**config.mk**
```make
export PLATFORM = sky130hd
export DESIGN_NAME = hq_fifo_reader
export DESIGN_NICKNAME = d
export VERILOG_FILES = /design/src/rtl/hq_fifo_pkg.sv /design/src/rtl/hq_fifo_reader_buf.sv /design/src/rtl/hq_fifo_reader.sv
export SDC_FILE = /design/constraint.sdc
export NUM_CORES = 1
export LEC_CHECK = 0
export BUFFER_PORTS_ARGS = -buffer_cell sky130_fd_sc_hd__clkbuf_2
export CORE_AREA = 2 2 360 362
export CTS_BUF_LIST = sky130_fd_sc_hd__clkbuf_4 sky130_fd_sc_hd__clkbuf_8
export DETAILED_ROUTE_END_ITERATION = 10
export DIE_AREA = 0 0 362 364
export PLACE_DENSITY = 0.41
export RECOVER_POWER = 50
export SYNTH_ARGS = -nofsm -noshare
export SYNTH_HDL_FRONTEND = slang
export SYNTH_SLANG_ARGS = --single-unit
```
**constraint.sdc**
```tcl
create_clock -name clk -period 11 [get_ports clk]
set_input_delay 1.1 -clock clk [delete_from_list [all_inputs] [get_ports clk]]
set_output_delay 1.1 -clock clk [all_outputs]
set_load 0.03 [all_outputs]
```
**src/rtl/hq_fifo_pkg.sv**
```systemverilog
// Shared types and constants for the HQ message-channel reader: frame layout,
// output buffer entry, reader FSM states and the ring offset advance rule.
package hq_fifo_pkg;

    localparam logic [63:0] MSG_CONSTANT = 64'h4851_4D53_475F_4331;

    typedef struct packed {
        logic [63:0]  magic;
        logic [63:0]  counter;
        logic [63:0]  offset;
        logic [63:0]  rsvd;
        logic [255:0] payload;
    } hq_msg_t;

    typedef struct packed {
        logic [255:0] payload;
        logic         seq_err;
    } rd_entry_t;

    typedef enum logic {
        RUN  = 1'b0,
        HALT = 1'b1
    } reader_state_e;

    // Offset the writer uses after `off`; a zero capacity behaves as a one-slot ring.
    function automatic logic [63:0] next_offset(input logic [63:0] off,
                                                input logic [63:0] cap_raw);
        logic [63:0] cap;
        logic [63:0] inc;
        cap = (cap_raw == 64'd0) ? 64'd1 : cap_raw;
        inc = off + 64'd1;
        return (inc < cap) ? inc : 64'd0;
    endfunction

endpackage

```
**src/rtl/hq_fifo_reader_buf.sv**
```systemverilog
// Two-entry output FIFO holding {payload, seq_err}; head entry drives the
// consumer stream and the write side never depends on the read request.
module hq_fifo_reader_buf
    import hq_fifo_pkg::*;
(
    input  logic       clk,
    input  logic       rst,
    input  logic       wr_en_i,
    input  rd_entry_t  wr_data_i,
    input  logic       rd_en_i,
    output rd_entry_t  rd_data_o,
    output logic       rd_valid_o,
    output logic [1:0] count_o
);

    rd_entry_t  mem_q [2];
    logic       wr_ptr_q, wr_ptr_d;
    logic       rd_ptr_q, rd_ptr_d;
    logic [1:0] count_q, count_d;
    logic       do_wr, do_rd;

    assign do_wr = wr_en_i && (count_q != 2'd2);
    assign do_rd = rd_en_i && (count_q != 2'd0);

    always_comb begin
        wr_ptr_d = wr_ptr_q;
        rd_ptr_d = rd_ptr_q;
        count_d  = count_q;
        if (do_wr) begin
            wr_ptr_d = ~wr_ptr_q;
        end
        if (do_rd) begin
            rd_ptr_d = ~rd_ptr_q;
        end
        if (do_wr && !do_rd) begin
            count_d = count_q + 2'd1;
        end else if (!do_wr && do_rd) begin
            count_d = count_q - 2'd1;
        end
    end

    always_ff @(posedge clk) begin
        if (rst) begin
            mem_q[0] <= '0;
            mem_q[1] <= '0;
            wr_ptr_q <= 1'b0;
            rd_ptr_q <= 1'b0;
            count_q  <= 2'd0;
        end else begin
            if (do_wr) begin
                mem_q[wr_ptr_q] <= wr_data_i;
            end
            wr_ptr_q <= wr_ptr_d;
            rd_ptr_q <= rd_ptr_d;
            count_q  <= count_d;
        end
    end

    // Stale entries are masked so an empty buffer always presents zeros.
    assign rd_valid_o = (count_q != 2'd0);
    assign rd_data_o  = rd_valid_o ? mem_q[rd_ptr_q] : '0;
    assign count_o    = count_q;

endmodule

```
**src/rtl/hq_fifo_reader.sv**
```systemverilog
// HQ RX-channel consumer: pops framed messages, checks MSG_CONSTANT (and, with
// HQ_FIFO_READER_CHECK_EN defined, the counter/offset sequence) and streams payloads.
module hq_fifo_reader
    import hq_fifo_pkg::*;
#(
    parameter int CNT_W       = 32,
    parameter bit HALT_ON_ERR = 1'b0
)
(
    input  logic             clk,
    input  logic             rst,
    input  logic [511:0]     rx_data_i,
    input  logic             rx_empty_i,
    output logic             rx_pop_o,
    input  logic [63:0]      rd_capacity_i,
    output logic [255:0]     rd_msg_o,
    output logic             rd_seq_err_o,
    output logic             rd_valid_o,
    input  logic             rd_ready_i,
    output logic [CNT_W-1:0] err_magic_o,
    output logic [CNT_W-1:0] err_seq_o,
    output logic [CNT_W-1:0] err_off_o,
    output logic             halted_o
);

    hq_msg_t          msg;
    reader_state_e    state_q, state_d;
    logic [CNT_W-1:0] err_magic_q, err_magic_d;
    logic [1:0]       buf_count;
    logic             magic_ok, seq_bad, off_bad, frame_err;
    rd_entry_t        wr_entry, rd_entry;

    assign msg      = hq_msg_t'(rx_data_i);
    assign magic_ok = (msg.magic == MSG_CONSTANT);

    // Reset also gates the pop so the channel head survives a mid-stream reset.
    assign rx_pop_o  = !rst && !rx_empty_i && (state_q == RUN) && (buf_count < 2'd2);
    assign frame_err = rx_pop_o && (!magic_ok || seq_bad || off_bad);

`ifdef HQ_FIFO_READER_CHECK_EN
    logic [63:0]      exp_cnt_q, exp_cnt_d;
    logic [63:0]      exp_off_q, exp_off_d;
    logic [CNT_W-1:0] err_seq_q, err_seq_d;
    logic [CNT_W-1:0] err_off_q, err_off_d;
    logic             unused_rsvd;

    assign unused_rsvd = ^msg.rsvd;
    assign seq_bad     = magic_ok && (msg.counter != exp_cnt_q);
    assign off_bad     = magic_ok && (msg.offset != exp_off_q);

    // Expectations resync to whatever a well-framed message carried.
    always_comb begin
        exp_cnt_d = exp_cnt_q;
        exp_off_d = exp_off_q;
        err_seq_d = err_seq_q;
        err_off_d = err_off_q;
        if (rx_pop_o && magic_ok) begin
            exp_cnt_d = msg.counter + 64'd1;
            exp_off_d = next_offset(msg.offset, rd_capacity_i);
        end
        if (rx_pop_o && seq_bad && (err_seq_q != '1)) begin
            err_seq_d = err_seq_q + CNT_W'(1);
        end
        if (rx_pop_o && off_bad && (err_off_q != '1)) begin
            err_off_d = err_off_q + CNT_W'(1);
        end
    end

    always_ff @(posedge clk) begin
        if (rst) begin
            exp_cnt_q <= 64'd1;
            exp_off_q <= 64'd0;
            err_seq_q <= '0;
            err_off_q <= '0;
        end else begin
            exp_cnt_q <= exp_cnt_d;
            exp_off_q <= exp_off_d;
            err_seq_q <= err_seq_d;
            err_off_q <= err_off_d;
        end
    end

    assign err_seq_o = err_seq_q;
    assign err_off_o = err_off_q;
`else
    logic unused_fields;

    assign unused_fields = ^{msg.counter, msg.offset, msg.rsvd, rd_capacity_i};
    assign seq_bad       = 1'b0;
    assign off_bad       = 1'b0;
    assign err_seq_o     = '0;
    assign err_off_o     = '0;
`endif

    always_comb begin
        state_d     = state_q;
        err_magic_d = err_magic_q;
        if (rx_pop_o && !magic_ok && (err_magic_q != '1)) begin
            err_magic_d = err_magic_q + CNT_W'(1);
        end
        case (state_q)
            RUN:     if (HALT_ON_ERR && frame_err) state_d = HALT;
            HALT:    state_d = HALT;
            default: state_d = RUN;
        endcase
    end

    always_ff @(posedge clk) begin
        if (rst) begin
            state_q     <= RUN;
            err_magic_q <= '0;
        end else begin
            state_q     <= state_d;
            err_magic_q <= err_magic_d;
        end
    end

    assign wr_entry.payload = msg.payload;
    assign wr_entry.seq_err = seq_bad || off_bad;

    hq_fifo_reader_buf u_buf (
        .clk        (clk),
        .rst        (rst),
        .wr_en_i    (rx_pop_o && magic_ok),
        .wr_data_i  (wr_entry),
        .rd_en_i    (rd_valid_o && rd_ready_i),
        .rd_data_o  (rd_entry),
        .rd_valid_o (rd_valid_o),
        .count_o    (buf_count)
    );

    assign rd_msg_o     = rd_entry.payload;
    assign rd_seq_err_o = rd_entry.seq_err;
    assign err_magic_o  = err_magic_q;
    assign halted_o     = (state_q == HALT);

endmodule
```
; Word level (Yosys, flattened, before mapping)
; Memories as Yosys holds them, arrays and structs flattened. A register that Yosys moved wholly into a read port is not among the register bits.
; Index checks and enable logic that the tools add are counted.
[word_totals]
ff_bits = 37
ramBits = 512
input_bits = 580
output_inout_bits = 356
word_cells = 49
n_memories = 1
[mem_list]
columns = name, words, width, rd, rd_clocked_by_memory_dff, wr, line
row1 = u_buf.mem_q, 2, 256, 1, 1, 2, hq_fifo_reader_buf.sv:16  ; rd_entry_t mem_q [2];
[op_classes]
add_sub_neg = 3
magnitude_cmp = 1
n_eq_ne = 3
muxes = 14
bitwise = 3
n_reduce_logical = 19
[ops]
columns = operator, count
row1 = $mux W257, 1
row2 = $mux W256, 1
row3 = $reduce_or A256 Y1, 1
row4 = $eq A64 B63 Y1 const B, 1
row5 = $add A32 B1 Y32 const B, 1
row6 = $ne A32 B32 Y1 const B, 1
row7 = $logic_and A1 B1 Y1, 11
row8 = $mux W1, 10
row9 = $logic_not A1 Y1, 5
row10 = $mux W2, 2
row11 = $reduce_bool A2 Y1, 2
row12 = $not A1 Y1, 3
row13 = $add A2 B1 Y2 const B, 1
row14 = $lt A2 B2 Y1 const B, 1
row15 = $ne A2 B2 Y1 const B, 1
row16 = $sub A2 B1 Y2 const B, 1

; Longest topological paths before layout
[depth]
depth_word = 11
mapped_depth = 9
ltp_nobuf = 9

; Cells and area by module
; From an unflattened synthesis, not the netlist that was laid out.
[hier_totals]
cells_unflattened = 2251
hier_area_um2 = 26058.7
[by_module_without_submodules]
columns = module, n_inst, cells_each, area_per_inst_um2, seq_area_each_um2
row1 = hq_fifo_reader_buf, 1, 1967, 23744.0, 15534.9
row2 = hq_fifo_reader, 1, 284, 2314.7, 640.6

; Least setup slack after synthesis
; OpenSTA, ideal clock, no wires.
[synth_timing]
path_type = input -> register
startpoint = input port rx_data_i[477]
endpoint = memory u_buf.mem_q[0][0] (netlist name), enable pin
setup_ns = 0.511
arrival_ns = 5.860
t_required_ns = 10.489
path_slack_ns = 4.629
cell_stages = 7
n_path_buf = 1
path_cell_list = nor4b_2 -> nand4_1 -> or4_4 -> or4_4 -> nor2_4 -> buf_6 -> or2_2
[synth_lines]
columns = element, line
row1 = from (decl), hq_fifo_reader.sv:12  ; input logic [511:0] rx_data_i,
row2 = to (decl), hq_fifo_reader_buf.sv:16

==> metrics <==
GP Congestion 0.7398; global-route wire length before repair 109500 µm; post-synth top area cell edfxtp_1; Post-Synth XOR/XNOR Area 0.1713%; synthesis-to-finish area growth 25.58%; Starting Density 19.92%; total track usage around 11%; drt drc 0; CP max stage delay around 2.7 ns; total gr overflow 0; WS Path Type input port to register; sequential element share of the synthesized area between 60% and 70%; Setup TNS 0 ns; critical path arrival 7.98 ns; Syn Inst Count 1972; Setup violations, final 0; crit path launch type input port; outcome complete, but fails checks; Reg-to-Reg End u_buf.mem_q[0][180]; syn avg cell area between 10 and 15 µm²; Slew Limit Fails 346; Worst-path clk slew 0.06 ns; Hold Vio Cnt, Final 0; Hold Path Class register to register; placed inst area 0.03015 mm²; DIE AREA 0.1318 mm²; Compound-Gate Fraction of Synth Area 0.7048%; post-synth top area share 60.14%; synth warn 0; CTS tree yes; Clock Path Buffers 3; R2R depth 5; Sw Share a little under a quarter; critical path's slowest cell or2_0; fin crit period between 7 and 8 ns; hold_buf cts 0; clock skew 0.06237 ns; number of flops mapped to enable cells by yosys 512; power share of the clock group 43.8%; die height 364 µm; hold path startpoint err_magic_o[15]; internal power 3.521 mW; Setup Fix Bufs, Post-CTS 0; DRT antenna net count 0; failing checks max-capacitance violations, max-slew violations; CTS Buf Count 106; Worst-Margin Slew 3.695 ns; net switching power about 1.1 mW; TritonRoute pass-1 iters 4; Pwr per Cell Area around 140 mW/mm²; design area 0.03210 mm²; max-cap violations 8; Post-Syn Area approximately 0.026 mm²; Worst-Skew Late Latency 0.81 ns; CTS root buffer clkbuf_8; Hold Crit Endpoint err_magic_o[15]; Rel. slew slack -146.3%; final WL between 70000 and 80000 µm; initial antenna violation count 18; Achievable Freq 131.4 MHz; most frequent cells in the layout clkbuf_2 (556), edfxtp_1 (512), nor2_1 (280); largest family of logic cells by synthesized area simple AND/OR/NAND/NOR gates; Combinational Power Share 4.1%; crit share post-route 69.19%; Leakage around 12 nW; layout cell share with drive strength beyond 1 36.77%; ys flop type edfxtp_1; ys async rst share 0%; main area contributors after synthesis edfxtp_1 (60%), mux2i_1 (10%), and2_1 (7.0%), and2_2 (6.6%), nor2_1 (4.1%); Vias/cell 3.829; mux cell area share after synthesis 10.72%; Reg2Reg Setup Slack 4.59 ns; Critical Path RT approximately 11 ns; Row Count 132; Adder-Cell Fraction of Synth Area 0.09789%; commonest non-fill, non-tap cell in the layout clkbuf_2; Buffers on Ports a little over 600; CTS Sinks 549; die width ~360 µm; maximum VDD drop slightly above 80 µV; H-tree levels 3; number of global-route vias before repair ~17000; FF-to-FF Start u_buf.count_o[1]; CP Cell Sequence clkbuf_1 -> nor4bb_1 -> nand4_1 -> or4_1 -> or4_1 -> nor2_4 -> clkbuf_1 -> or2_0 -> buf_12; post_cts resized 0; register bit count reported by yosys approximately 550; DP Wirelength 47730 µm; core area 0.1283 mm²; drt wl/cell roughly 17 µm; distinct cell type count after synthesis 47; Simple-Gate Fraction of Synth Area 20.96%; Final #Nets 3166; Detailed Route Iter0 Violations between 600 and 700; Worst Path Max Fanout 113; crit end category register; Seq pwr share 52.1%; vias post-DR 16660; RSZ-0062 raised after global routing false; num ports ~940; largest net degree at the start of global routing 152; hold depth 2
-- worst max path at each step --
stage / start / to / cells past startpoint
5_1_grt: rx_data_i[460] / u_buf.mem_q[0][190] / 9
3_3_place_gp: rx_data_i[460] / u_buf.mem_q[0][178] / 9
3_5_place_dp: rx_data_i[460] / u_buf.mem_q[0][199] / 9
4_1_cts: u_buf.count_o[1] / rd_msg_o[190] / 5
2_1_floorplan: rx_data_i[477] / u_buf.mem_q[0][0] / 7
6_report: rx_data_i[460] / u_buf.mem_q[0][180] / 9
-- worst max-delay path, delay by kind of cell --
family        cells  cell delay [ns]
buf+inv           3             1.85
simple gates      6             4.65
-- synth_stat cells, types with 3 or more instances --
library cell / n
nor2b_1: 15
inv_1: 5
o31ai_1: 6
xor2_1: 3
mux2_2: 13
and4_1: 6
nor2_1: 280
nor4b_1: 4
nand3_1: 16
and4b_2: 3
nor4bb_1: 6
clkbuf_1: 45
nand4_1: 12
or3_1: 6
nand2_1: 17
buf_6: 7
nand2b_1: 3
and3_1: 4
nor3_1: 5
edfxtp_1: 512
buf_1: 28
o21ai_0: 6
dfxtp_1: 37
a21oi_1: 16
buf_4: 66
mux2i_1: 258
clkbuf_2: 46
or4_1: 7
nor4_1: 5
and2_2: 226
and2_1: 287
-- power groups by stage --
| stage | sequential [mW] | clock, mW | combinational [mW] |
|---|---|---|---|
| after floorplan | 2.44 | 0 | 0.112 |
| after detailed placement | 2.44 | 0 | 0.193 |
| after global placement | 2.44 | 0 | 0.192 |
| after CTS | 2.40 | 2.12 | 0.194 |
| final | 2.40 | 2.02 | 0.187 |
| after global routing | 2.41 | 2.19 | 0.209 |
-- state kept, by name, summed over array words and instances (netlist names), named ones only --
register        flops
u_buf.mem_q       512
err_magic_o        32
u_buf.count_o       2
u_buf.rd_ptr_q      1
u_buf.wr_ptr_q      1
-- routing by layer --
metal | vias to the layer above | track usage, % | wire length (µm)
met5 | - | 0 | 216
met4 | 32 | 4.257 | 2327
met3 | 175 | 5.153 | 7316
met2 | 548 | 17.81 | 35290
met1 | 7929 | 12.74 | 30530
li1 | 7972 | - | -
-- per-stage QoR --
stage	worst slack, ns	total power [mW]	utilization (%)	instances	hold WS, ns
floorplan	4.629	2.557	-	2037	0.4725
global placement	5.664	2.631	23.49	4151	0.4826
detailed placement	5.686	2.634	23.49	4151	0.4783
CTS	5.790	4.708	25.10	4346	0.4095
global route	2.899	4.802	25.01	4348	0.4773
finish	3.389	4.602	25.02	4350	0.4872
-- logic make-up after synthesis --
group,after synthesis
compound gates,31
simple gates,915
fa+ha+maj,2
other cells,1
flops,549
mux,272
xor+xnor,5
buf+inv,197
-- area by class of cell --
class                      instances  area [µm²]
clock inverter                    43       249.0
fill                           13730       96220
timing repair buffer             631        3213
inverter                           5       18.77
antenna                            4       10.01
sequential                       549       16120
tap                             1675        2096
multi-input combinational       1291        8587
clock buffer                     152        1810
Power figures use the tool's default switching activity.
